<file path="config.mk">
export PLATFORM = sky130hd
export DESIGN_NAME = mem_access_adapter
export DESIGN_NICKNAME = d
export VERILOG_FILES = /design/src/rtl/mem_adapter_pkg.sv /design/src/rtl/mem_lane_align.sv /design/src/rtl/mem_access_adapter.sv
export SDC_FILE = /design/constraint.sdc
export NUM_CORES = 1
export LEC_CHECK = 0
export BUFFER_PORTS_ARGS = -buffer_cell sky130_fd_sc_hd__buf_2
export CELL_PAD_IN_SITES_DETAIL_PLACEMENT = 0
export CELL_PAD_IN_SITES_GLOBAL_PLACEMENT = 1
export CORE_ASPECT_RATIO = 0.6
export CORE_MARGIN = 2
export CORE_UTILIZATION = 45
export DETAILED_ROUTE_END_ITERATION = 7
export MAX_ROUTING_LAYER = met4
export PLACE_DENSITY = 0.85
export SLEW_MARGIN = 20
export SYNTH_ARGS = -nofsm -noshare
export SYNTH_HDL_FRONTEND = slang
export SYNTH_HIERARCHICAL = 1
export SYNTH_SLANG_ARGS = --single-unit
</file>
<file path="constraint.sdc">
create_clock -name clk -period 10.1 [get_ports clk]
set_input_delay 0.505 -clock clk [delete_from_list [all_inputs] [get_ports clk]]
set_output_delay 0.505 -clock clk [all_outputs]
set_load 0.005 [all_outputs]
</file>
<file path="src/rtl/mem_adapter_pkg.sv">
// Shared types and helpers for the processor-to-memory access adapter.
// Sizes encode log2 of the byte count; states track the two-access sequence.
package mem_adapter_pkg;

  typedef enum logic [1:0] {SZ_B, SZ_H, SZ_W, SZ_D} size_t;
  typedef enum logic [1:0] {IDLE, FIRST, SECOND, RESP} state_t;

  localparam int unsigned LANES = 8;

  function automatic logic [3:0] byte_count(input size_t sz);
    case (sz)
      SZ_B:    return 4'd1;
      SZ_H:    return 4'd2;
      SZ_W:    return 4'd4;
      default: return 4'd8;
    endcase
  endfunction

  function automatic logic [LANES-1:0] lane_mask(input size_t sz);
    case (sz)
      SZ_B:    return 8'h01;
      SZ_H:    return 8'h03;
      SZ_W:    return 8'h0F;
      default: return 8'hFF;
    endcase
  endfunction

endpackage

</file>
<file path="src/rtl/mem_lane_align.sv">
// Combinational byte-lane steering: store mask/data for either half of a
// possibly split access, and load data merge with sign/zero extension.
module mem_lane_align
  import mem_adapter_pkg::*;
(
  input  logic [2:0]  i_off,
  input  size_t       i_size,
  input  logic        i_part,
  input  logic [63:0] i_wdata,
  input  logic [63:0] i_rd0,
  input  logic [63:0] i_rd1,
  input  logic        i_signed,
  output logic        o_split,
  output logic [7:0]  o_mask,
  output logic [63:0] o_wdata,
  output logic [63:0] o_rdata
);

  logic [15:0]  w_mask_wide;
  logic [127:0] w_wdata_wide;
  logic [127:0] w_rd_wide;
  logic [7:0]   w_lanes;
  logic [63:0]  w_keep;
  logic [63:0]  w_raw;
  logic [5:0]   w_sbit;
  logic         w_sign;

  always_comb begin
    w_lanes      = lane_mask(i_size);
    // Shifting into a double-width window yields both access halves at once.
    w_mask_wide  = {8'h00, w_lanes} << i_off;
    w_wdata_wide = {64'h0, i_wdata} << {i_off, 3'b000};
    o_split      = ({1'b0, i_off} + byte_count(i_size)) > 4'd8;
    o_mask       = i_part ? w_mask_wide[15:8] : w_mask_wide[7:0];
    o_wdata      = i_part ? w_wdata_wide[127:64] : w_wdata_wide[63:0];

    w_keep = '0;
    for (int i = 0; i < 8; i++) begin
      w_keep[8*i +: 8] = {8{w_lanes[i]}};
    end
    w_rd_wide = {i_rd1, i_rd0} >> {i_off, 3'b000};
    w_raw     = w_rd_wide[63:0] & w_keep;
    w_sbit    = {3'(byte_count(i_size) - 4'd1), 3'b111};
    w_sign    = i_signed & w_raw[w_sbit];
    o_rdata   = w_raw | (w_sign ? ~w_keep : 64'h0);
  end

endmodule

</file>
<file path="src/rtl/mem_access_adapter.sv">
// Converts byte-addressed loads/stores of 1/2/4/8 bytes into one or two
// aligned 64-bit memory accesses and returns merged, extended load data.
//   state  | meaning
//   IDLE   | ready for a request
//   FIRST  | access to the aligned word holding the first byte
//   SECOND | access to the following word when the request straddles it
//   RESP   | one-cycle response pulse
module mem_access_adapter
  import mem_adapter_pkg::*;
#(
  parameter int DMEM_ADDRESS_WIDTH = 20
) (
  input  logic                          clk,
  input  logic                          reset,
  input  logic                          req_valid,
  output logic                          req_ready,
  input  logic [DMEM_ADDRESS_WIDTH-1:0] req_addr,
  input  logic                          req_write,
  input  logic [1:0]                    req_size,
  input  logic                          req_signed,
  input  logic [63:0]                   req_wdata,
  output logic                          resp_valid,
  output logic [63:0]                   resp_rdata,
  output logic [DMEM_ADDRESS_WIDTH-1:0] mem_address,
  output logic [63:0]                   mem_data_in,
  output logic [7:0]                    mem_bytemask,
  output logic                          mem_write,
  output logic                          mem_start_access,
  input  logic                          mem_access_done,
  input  logic [63:0]                   mem_data_out
);

  localparam int AW = DMEM_ADDRESS_WIDTH;

  state_t          r_state;
  state_t          w_state_nx;
  logic [2:0]      r_off;
  size_t           r_size;
  logic            r_write;
  logic            r_signed;
  logic            r_split;
  logic [63:0]     r_wdata;
  logic [63:0]     r_rd0;
  logic [63:0]     r_rd1;
  logic [AW-1:0]   r_mem_address;
  logic [63:0]     r_mem_data_in;
  logic [7:0]      r_mem_bytemask;
  logic            r_mem_write;
  logic            r_mem_start;

  logic            w_in_idle;
  logic            w_accept;
  logic [2:0]      w_off;
  size_t           w_size;
  logic [63:0]     w_wdata_src;
  logic            w_split;
  logic [7:0]      w_lane_mask;
  logic [63:0]     w_lane_wdata;
  logic [63:0]     w_rdata;

  assign w_in_idle   = (r_state == IDLE);
  assign req_ready   = w_in_idle && !reset;
  assign w_accept    = req_valid && req_ready;

  // In IDLE the aligner sees the live request (first access); afterwards the
  // latched copy, so the same instance also produces the second access.
  assign w_off       = w_in_idle ? req_addr[2:0] : r_off;
  assign w_size      = w_in_idle ? size_t'(req_size) : r_size;
  assign w_wdata_src = w_in_idle ? req_wdata : r_wdata;

  mem_lane_align u_align (
    .i_off    (w_off),
    .i_size   (w_size),
    .i_part   (!w_in_idle),
    .i_wdata  (w_wdata_src),
    .i_rd0    (r_rd0),
    .i_rd1    (r_rd1),
    .i_signed (r_signed),
    .o_split  (w_split),
    .o_mask   (w_lane_mask),
    .o_wdata  (w_lane_wdata),
    .o_rdata  (w_rdata)
  );

  assign mem_address      = r_mem_address;
  assign mem_data_in      = r_mem_data_in;
  assign mem_bytemask     = r_mem_bytemask;
  assign mem_write        = r_mem_write;
  assign mem_start_access = r_mem_start;
  assign resp_valid       = (r_state == RESP);
  assign resp_rdata       = (resp_valid && !r_write) ? w_rdata : 64'h0;

  always_comb begin
    w_state_nx = r_state;
    case (r_state)
      IDLE:    if (w_accept) w_state_nx = FIRST;
      FIRST:   if (mem_access_done) w_state_nx = r_split ? SECOND : RESP;
      SECOND:  if (mem_access_done) w_state_nx = RESP;
      default: w_state_nx = IDLE;
    endcase
  end

  always_ff @(posedge clk or posedge reset) begin
    if (reset) r_state <= IDLE;
    else       r_state <= w_state_nx;
  end

  always_ff @(posedge clk or posedge reset) begin
    if (reset) begin
      r_off          <= '0;
      r_size         <= SZ_B;
      r_write        <= 1'b0;
      r_signed       <= 1'b0;
      r_split        <= 1'b0;
      r_wdata        <= '0;
      r_rd0          <= '0;
      r_rd1          <= '0;
      r_mem_address  <= '0;
      r_mem_data_in  <= '0;
      r_mem_bytemask <= '0;
      r_mem_write    <= 1'b0;
      r_mem_start    <= 1'b0;
    end else begin
      case (r_state)
        IDLE: begin
          if (w_accept) begin
            r_off          <= req_addr[2:0];
            r_size         <= size_t'(req_size);
            r_write        <= req_write;
            r_signed       <= req_signed;
            r_split        <= w_split;
            r_wdata        <= req_wdata;
            r_mem_address  <= {req_addr[AW-1:3], 3'b000};
            r_mem_data_in  <= w_lane_wdata;
            r_mem_bytemask <= w_lane_mask;
            r_mem_write    <= req_write;
            r_mem_start    <= 1'b1;
          end
        end
        FIRST: begin
          if (mem_access_done) begin
            r_rd0 <= mem_data_out;
            r_rd1 <= '0;
            // Split: start_access stays high so the second access follows back-to-back.
            if (r_split) begin
              r_mem_address  <= r_mem_address + AW'(8);
              r_mem_data_in  <= w_lane_wdata;
              r_mem_bytemask <= w_lane_mask;
            end else begin
              r_mem_start <= 1'b0;
            end
          end
        end
        SECOND: begin
          if (mem_access_done) begin
            r_rd1       <= mem_data_out;
            r_mem_start <= 1'b0;
          end
        end
        default: ;
      endcase
    end
  end

  a_done_only_when_busy: assert property (@(posedge clk) disable iff (reset)
    !(mem_access_done && (r_state == IDLE || r_state == RESP)));

endmodule

</file>
==> Word-level counts from Yosys, hierarchy flattened <==
Cells that the tools add are included.
{ "classes": {"n_reduce_logical": 16, "shift": 3, "muxes": 36, "n_eq_ne": 10, "n_bitwise": 4, "add_sub_neg": 3, "n_lt_le_gt_ge": 2} }
{ "op_table": {"columns": ["operator", "n"], "rows": [
  ["$mux 64", 9],
  ["$pmux 64 s2", 2],
  ["$shl 64x6->128", 1],
  ["$shr 128x6->64", 1],
  ["$and 64x64->64", 1],
  ["$not 64->64", 1],
  ["$or 64x64->64", 1],
  ["$mux 20", 3],
  ["$pmux 20 s2", 1],
  ["$mux 8", 4],
  ["$pmux 8 s3", 1],
  ["$add 20x4->20 const B", 1],
  ["$pmux 8 s2", 1],
  ["$shl 8x3->16", 1],
  ["$pmux 4 s3", 1],
  ["$mux 2", 4],
  ["$ne 2x2->1 const B", 4],
  ["$lt 6x7->1 const B", 1],
  ["$eq 2x2->1 const B", 3],
  ["$mux 1", 6],
  ["$pmux 2 s3", 1],
  ["$reduce_and 3->1", 2],
  ["$reduce_and 5->1", 1],
  ["$add 3x4->4", 1],
  ["15 further kinds", 22]
]} }
{ "word_totals": {"regBits": 295, "output_inout_bits": 160, "inputBits": 156, "elab_cells": 87} }

==> Depth between registers and ports, before layout <==
Gate-level depths: netlist of run 1.
{ "depth": {"word_depth": 11, "ltp_mapped": 16} }

==> Cells and area by module <==
Netlist of run 1, hierarchy kept.
{ "modules_own_cells": {"columns": ["mod", "area_per_inst_um2", "n_inst", "seq_area_each_um2", "cells_per_inst"], "rows": [
  ["mem_access_adapter", 12557.0, 1, 7307.0, 1051],
  ["mem_lane_align", 6033.3, 1, 0.0, 655]
]} }

==> Least setup slack after synthesis of run 1 <==
Ideal clock, no wire load.
{ "synth_timing": {"path_type": "reg2out", "from": "register r_state[0]", "to": "output resp_rdata[33]", "path_stages_with_launch": 14, "required_ns": 9.595, "n_path_buf": 5, "arrival_time_ns": 3.236, "path_slack_ns": 6.359, "cell_sequence": "dfrtp_1 > inv_1 > ha_1 > clkbuf_1 > buf_2 > mux2_2 > buf_6 > buf_6 > mux2_4 > mux4_2 > a31oi_4 > buf_6 > a32oi_1 > and2_1"} }
{ "synth_rtl": {"columns": ["item", "line", "source"], "rows": [
  ["start: declaration", "mem_access_adapter.sv:35", "state_t r_state;"],
  ["start signal: assignment", "mem_access_adapter.sv:105", "else r_state <= w_state_nx;"],
  ["$logic_not 2->1 *", "mem_access_adapter.sv:61", "assign w_in_idle = (r_state == IDLE);"],
  ["$mux 3 *", "mem_access_adapter.sv:67", "assign w_off = w_in_idle ? req_addr[2:0] : r_off;"],
  ["via w_off[0]", "mem_access_adapter.sv:53", "logic [2:0] w_off;"],
  ["$shr 128x6->64 *", "mem_lane_align.sv:41", "w_rd_wide = {i_rd1, i_rd0} >> {i_off, 3'b000};"],
  ["$and 64x64->64 *", "mem_lane_align.sv:42", "w_raw = w_rd_wide[63:0] & w_keep;"],
  ["$bmux 1 s3", "mem_lane_align.sv:44", "w_sign = i_signed & w_raw[w_sbit];"],
  ["$mux 1 (implied by the code)", "mem_lane_align.sv:44", null],
  ["$and 1x1->1", "mem_lane_align.sv:44", null],
  ["$mux 64", "mem_lane_align.sv:45", "o_rdata = w_raw | (w_sign ? ~w_keep : 64'h0);"],
  ["$or 64x64->64 *", "mem_lane_align.sv:45", null],
  ["via w_rdata[33]", "mem_access_adapter.sv:59", "logic [63:0] w_rdata;"],
  ["$mux 64 *", "mem_access_adapter.sv:91", "assign resp_rdata = (resp_valid && !r_write) ? w_rdata : 64'h0;"],
  ["end: declaration", "mem_access_adapter.sv:23", "output logic [63:0] resp_rdata,"]
]} }
The timed path passes the listed nets; every way through them passes the cells marked *. The select of a mux whose other input is x is not followed.

==> Final worst setup path of run 1 <==
{ "layout_timing": {"from": "register r_state[0]", "to": "output resp_rdata[26]"} }
Same word-level chain as after synthesis.

==> summary.md, run 1 <==
| Metric | Value |
|---|---|
| Status | completed |
| GRT Residual Overflow | 0 |
| Syn_area_per_cell | roughly 11 um^2 |
| Crit path setup slack, layout | 4.152 ns |
| Critical path data required time | 9.60 ns |
| Crit share post-route | just under 60% |
| Postcts setup bufs | 0 |
| DIE AREA | 42390 um^2 |
| Top Ports | between 300 and 400 |
| R2R depth | 10 |
| IO Port Bufs | ~310 |
| Hold-fix buffers, CTS | 0 |
| # H-tree levels | 1 |
| R2R Setup Slk | approximately 5.1 ns |
| Setup crit end kind | output port |
| Pre-CTS setup slack | 4.871 ns |
| Kind of critical path | reg -> out |
| Tot GR Track Use | between 20 and 30% |
| Clock slew at the register clock pins of the worst setup and hold paths | 0.07 ns |
| Setup TNS | 0 ns |
| Resized cells post-CTS | 0 |
| HP Class | in -> async |
| Gpl congestion | roughly 0.92 |
| First-pass GRT wire length | between 90 and 100 mm |
| # rows | 57 |
| Fmax | 168.1 MHz |
| Routed WL | 60.64 mm |
| Synth-to-Final Area Change | 15.96% |
| Die Ht | between 150 and 200 um |
| Worst Path Max Fanout | 100 |
| Drt drc | 0 |
| Die width | 264.5 um |
| P_leak | 0.009855 uW |
| ANT nets after route | 0 |
| Type of origin of the critical path | flop |
| Vias per inst | around 6.2 |
| Root Buffer | clkbuf_16 |
| Fin Clk Skew | ~0.015 ns |
| Nets | 2062 |
| VDD IR max | around 0.22 mV |
| Drt initial violations | ~1.7k |
| CTS max path bufs | 3 |
| Reg2reg end | mem_data_in[22] |
| Min Tclk post-route | roughly 5.9 ns |
| CP Launch Point | r_state[0] |
| Placed Area | ~20000 um^2 |
| DR pass1 iterations | 5 |
| Tightest Pin Transition | 1.021 ns |
| Initial antenna violation count | 17 |
| Cts bufs inserted | 29 |
| Largest net degree at the start of global routing | a little over 100 |
| Overall Power | between 9000 and 10000 uW |
| RSZ-0062 raised after global routing | no |
| Endpoints failing setup | 0 |
| Post-DP HPWL | approximately 43 mm |
| Clock sink count | around 280 |
| Vias in the first global route | between 10k and 15k |
| Final Max Slew Viols | 0 |
| Hold WS | roughly 0.033 ns |
| Reg-to-Reg Start | r_state[0] |
| Post-route design area | between 20000 and 25000 um^2 |
| Gate Count Post-Synth | 1690 |
| Endpoints failing hold | 0 |
| PwrDens | between 400 and 500 nW/um^2 |
| Core area | just over 40000 um^2 |
| Worst-Skew Late Latency | 0.57 ns |
| TritonCTS clock tree | built |
| Via count | about 15k |
| Post-detailed-route wirelength per cell | 24.60 um |
| Crit path DAT | between 5 and 6 ns |
| CP endpoint | resp_rdata[26] |
| Layout cells sized above 1 | approximately two fifths |
| Rel. slew slack | 31.92% |
| Mapped Area | around 18000 um^2 |
| Synth warnings | 6 |
| Starting Density | between 40% and 50% |
| MaxCap Viol Count | 0 |
## cells in the final DEF, fill, tap and decap left out, types with 9 or more instances in the layout
cell type    n
o211ai_1    17
clkbuf_16   29
a32oi_1     32
mux4_2      91
diode_2     15
and2_1      72
mux2_2     238
a31oi_1     11
a21oi_1     46
o21ai_0     41
nand3_1      9
buf_4       19
or2_2       17
nor2_1      40
a22o_1     129
nand2_1    294
mux2i_1     90
dfrtp_1    284
buf_2      312
## worst max-delay path: stages, from the launching register on
cell and delay [ns]:
dfrtp_1 0.40, inv_1 0.14, ha_4 0.25, buf_4 0.75, mux2_8 0.71, inv_2 0.77
mux4_2 0.46, a32oi_2 0.67, o21ai_0 0.33, and2_1 0.21, buf_2 0.12
## stage by stage
step | instances | utilization (%)
floorplan | 1692 | -
global placement | 2395 | 49.79
detailed placement | 2395 | 49.79
CTS | 2448 | 52.50
global route | 2465 | 52.72
finish | 2465 | 52.72
## layout make-up
| cell class | instances | area [um^2] |
|---|---|---|
| Clock inverter | 17 | 297.8 |
| Antenna cell | 15 | 37.54 |
| Tap cell | 531 | 664.4 |
| Fill cell | 3598 | 19050 |
| Multi-Input combinational cell | 1239 | 10550 |
| Sequential cell | 284 | 7107 |
| Clock buffer | 36 | 792.0 |
| Inverter | 10 | 45.04 |
| Timing Repair Buffer | 333 | 1752 |
## how the worst min path moves through the flow
stage / from / cells past startpoint / slack [ns] / endpoint
CTS: reset / 2 / 0.04 / r_size[1]
detailed placement: mem_data_in[12] / 2 / 0.46 / mem_data_in[12]
finish: reset / 2 / 0.03 / mem_address[9]
floorplan: r_rd1[48] / 1 / 0.47 / r_rd1[48]
global route: reset / 2 / 0.07 / mem_start_access
global placement: mem_bytemask[3] / 2 / 0.46 / mem_bytemask[3]
## registers in the layout, summed over array words and instances, names as in the netlist
| register | cells |
|---|---|
| r_signed | 1 |
| r_rd1 | 56 |
| mem_start_access | 1 |
| mem_address | 17 |
| r_size | 2 |
| r_off | 3 |
| r_wdata | 64 |
| mem_data_in | 64 |
| r_state | 2 |
| mem_bytemask | 8 |
| r_rd0 | 64 |
| r_split | 1 |
| mem_write | 1 |
## metal layers
layer  part of all wire, %  vias to the layer above  track usage, %
li1                      -                     6693               -
met1                    47                     7797           43.83
met2                    42                      744           38.47
met3                   9.4                       78           6.271
met4                   2.2                        0           6.689
met5                     0                        -               -
## power breakdown
| part | internal (uW) | leakage [uW] | total [uW] | switching, uW |
|---|---|---|---|---|
| clock | 760 | 0.000519 | 1240 | 485 |
| combinational | 2560 | 0.00581 | 5680 | 3120 |
| sequential | 1650 | 0.00353 | 2150 | 495 |
Note: power is estimated with default switching activity, not from simulation.
==> run 2, diff against run 1 <==
--- a/config.mk
+++ b/config.mk
@@ -10,10 +10,10 @@
 export CELL_PAD_IN_SITES_GLOBAL_PLACEMENT = 1
 export CORE_ASPECT_RATIO = 0.6
 export CORE_MARGIN = 2
-export CORE_UTILIZATION = 45
+export CORE_UTILIZATION = 41
 export DETAILED_ROUTE_END_ITERATION = 7
 export MAX_ROUTING_LAYER = met4
-export PLACE_DENSITY = 0.85
+export PLACE_DENSITY = 0.82
 export SLEW_MARGIN = 20
 export SYNTH_ARGS = -nofsm -noshare
 export SYNTH_HDL_FRONTEND = slang
==> constraint.sdc (replaced) <==
create_clock -name clk -period 4.8 [get_ports clk]
set_input_delay 0.24 -clock clk [delete_from_list [all_inputs] [get_ports clk]]
set_output_delay 0.24 -clock clk [all_outputs]
set_load 0.005 [all_outputs]
==> run 2 against run 1 <==
Compared with the run above: worst setup slack lost 3.8 ns; final cell count up 7.7%; utilization shrank 0.68 points; sequential power grew 110%; power increased by 110%; hold slack better by 0.010 ns; clock-buffer cell count increased by 3; register-to-register slack got worse by 4.0 ns; final area up 7.1%; wire length grew 2.1%; highest routed layer unchanged.
==> summary.md, run 2 (synthesis results as in run 1) <==
| Metric | Value |
|---|---|
| Clock slew at the register clock pins of the worst setup and hold paths | 0.07 ns (about the same) |
| Critical path data required time | 4.56 ns (-5.04 ns) |
| DIE AREA | 46450 um^2 (+9.6%) |
| CTS max path bufs | 3 (unchanged) |
| Nets | 2209 (+7.1%) |
| Fin Clk Skew | 0.01000 ns (-0.004718 ns) |
| Fmax | between 200 and 250 MHz |
| Core area | 43700 um^2 (+8.5%) |
| HP Class | in -> reg |
| MaxCap Viol Count | 0 (unchanged) |
| Crit path DAT | 4.21 ns (-1.23 ns) |
| Top Ports | 316 (unchanged) |
| Status | completed |
| Routed WL | 61.91 mm (+2.1%) |
| Endpoints failing hold | 0 (unchanged) |
| Multi-input logic area | 10540 um^2 (about the same) |
| Dpl cells | 2446 (+2.1%) |
| Root Buffer | clkbuf_16 |
| Worst-Skew Late Latency | 0.58 ns (about the same) |
| TritonCTS clock tree | built |
| Vias in the first global route | 15.23k (+4.3%) |
| Synth-to-Final Area Change | 24.14% |
| Post-detailed-route wirelength per cell | 23.33 um (-5.2%) |
| Crit share post-route | between 90% and 100% |
| Largest net degree at the start of global routing | 170 (+68%) |
| Tot GR Track Use | 26.85% (-1.9 points) |
| Hold WS | 0.04358 ns (+0.01041 ns) |
| P_leak | 0.01047 uW (+6.2%) |
| Most frequent cells in the layout | buf_2, nand2_1, dfrtp_1 |
| Post-DP HPWL | 43.57 mm (+1.7%) |
| Register Area | 7107 um^2 (unchanged) |
| # rows | 59 (+3.5%) |
| Vias per inst | 5.907 (-4.9%) |
| Overall Power | 19120 uW (+110%) |
| Min Tclk post-route | about 4.5 ns |
| First-pass GRT wire length | 94.29 mm (+3.3%) |
| Drt drc | 0 (unchanged) |
| Setup TNS | 0 ns (unchanged) |
| Die width | 276.9 um (+4.7%) |
| Gpl congestion | 0.9081 (-1.3%) |
| Cts bufs inserted | 30 (+3.4%) |
| Via count | 15.68k (+2.4%) |
| Final Max Slew Viols | 0 (unchanged) |
| Starting Density | 41.92% (-3.5 points) |
| Kind of critical path | reg -> out |
| Die Ht | 167.7 um (+4.6%) |
| VDD IR max | 0.5197 mV (+140%) |
| Clock sink count | 284 (unchanged) |
| Setup crit end kind | output port |
| Worst Path Max Fanout | 32 (-68%) |
| Fill count | 3891 (+8.1%) |
| Most common cell after layout, fill and taps aside | buf_2 |
| Type of origin of the critical path | flop |
| Postcts setup bufs | 0 (unchanged) |
| # H-tree levels | 1 (unchanged) |
| Endpoints failing setup | 0 (unchanged) |
| Tightest Pin Transition | 0.9829 ns (-0.03833 ns) |
| Rel. slew slack | 34.47% (+2.6 points) |
| Drt initial violations | 1682 (-1.1%) |
| DR pass1 iterations | 5 (unchanged) |
| Finished Layout Cells | 2654 (+7.7%) |
| R2R Setup Slk | 1.12 ns (-3.98 ns) |
| ANT nets after route | 0 (unchanged) |
| IO Port Bufs | 312 (unchanged) |
| GRT Residual Overflow | 0 (unchanged) |
| Layout Utilization | 52.04% (-0.68 points) |
| RSZ-0062 raised after global routing | no |
| Layout cells sized above 1 | 36.79% (-2.7 points) |
| Initial antenna violation count | 10 (-7) |
| PwrDens | 840.9 nW/um^2 (+97%) |
## run 2: cell types whose count changed in the layout (fill, tap and decap cells not counted), moves of 2 or more
cell / previous run / this run
bufinv_16: 8 / 5
clkinvlp_4: 5 / 3
diode_2: 15 / 9
inv_6: 0 / 3
buf_12: 1 / 5
dlygate4sd3_1: 0 / 144
clkbuf_16: 29 / 31
## run 2: path summary, 6_finish.rpt
check	cells past startpoint	to	from
min	4	mem_address[16]	req_addr[16]
min reg2reg	2	mem_data_in[11]	mem_data_in[11]
min in group asynchronous	3	mem_address[5]	reset
max	9	resp_rdata[48]	r_state[0]
max in group asynchronous	4	r_rd0[58]	reset
max reg2reg	9	mem_data_in[4]	r_state[0]
## run 2: cell type report
| cell class | instances | share of cell area [%] |
|---|---|---|
| multi-input cells | 1239 | 46.36 |
| flip-flops and latches | 284 | 31.25 |
| repair buffers | 479 | 14.24 |
| diodes | 9 | 0.09903 |
| inverters | 10 | 0.1815 |
| clock buffers | 39 | 3.719 |
| well taps | 579 | 3.185 |
| clock inverters | 15 | 0.9683 |
## run 2: worst max-delay path, stage by stage (launching register included)
cell     delay (ns)
dfrtp_1        0.40
inv_1          0.14
ha_4           0.29
mux2_8         0.52
mux2_2         0.34
mux4_2         0.52
a31oi_4        0.79
a32oi_1        0.26
and2_1         0.21
buf_2          0.12
## run 2: report_power, final
part | total, uW | switching (uW) | internal (uW)
Sequential | 4510 | 1030 | 3480
Clock | 2560 | 1040 | 1510
Combinational | 12100 | 6570 | 5490
## run 2: through the flow
stage / worst slack [ns] / area, um^2
6_report: 0.3478 / 22740
5_1_grt: 0.1567 / 22740
4_1_cts: 0.3364 / 22690
3_5_place_dp: 0.9770 / 20190
3_3_place_gp: 1.092 / 20190
2_1_floorplan: 0.7967 / 18330
## run 2: routing by layer
metal	up-vias	track usage [%]	routed length [um]
met3	74	5.093	4823
li1	6958	-	-
met4	0	4.750	1100
met5	-	-	0
met1	7989	40.77	29740
met2	656	37.28	26240
## run 2: repair_timing
action,in CTS,in global routing
gates resized for setup,0,0
hold endpoints to repair,216,0
hold buffers,144,0
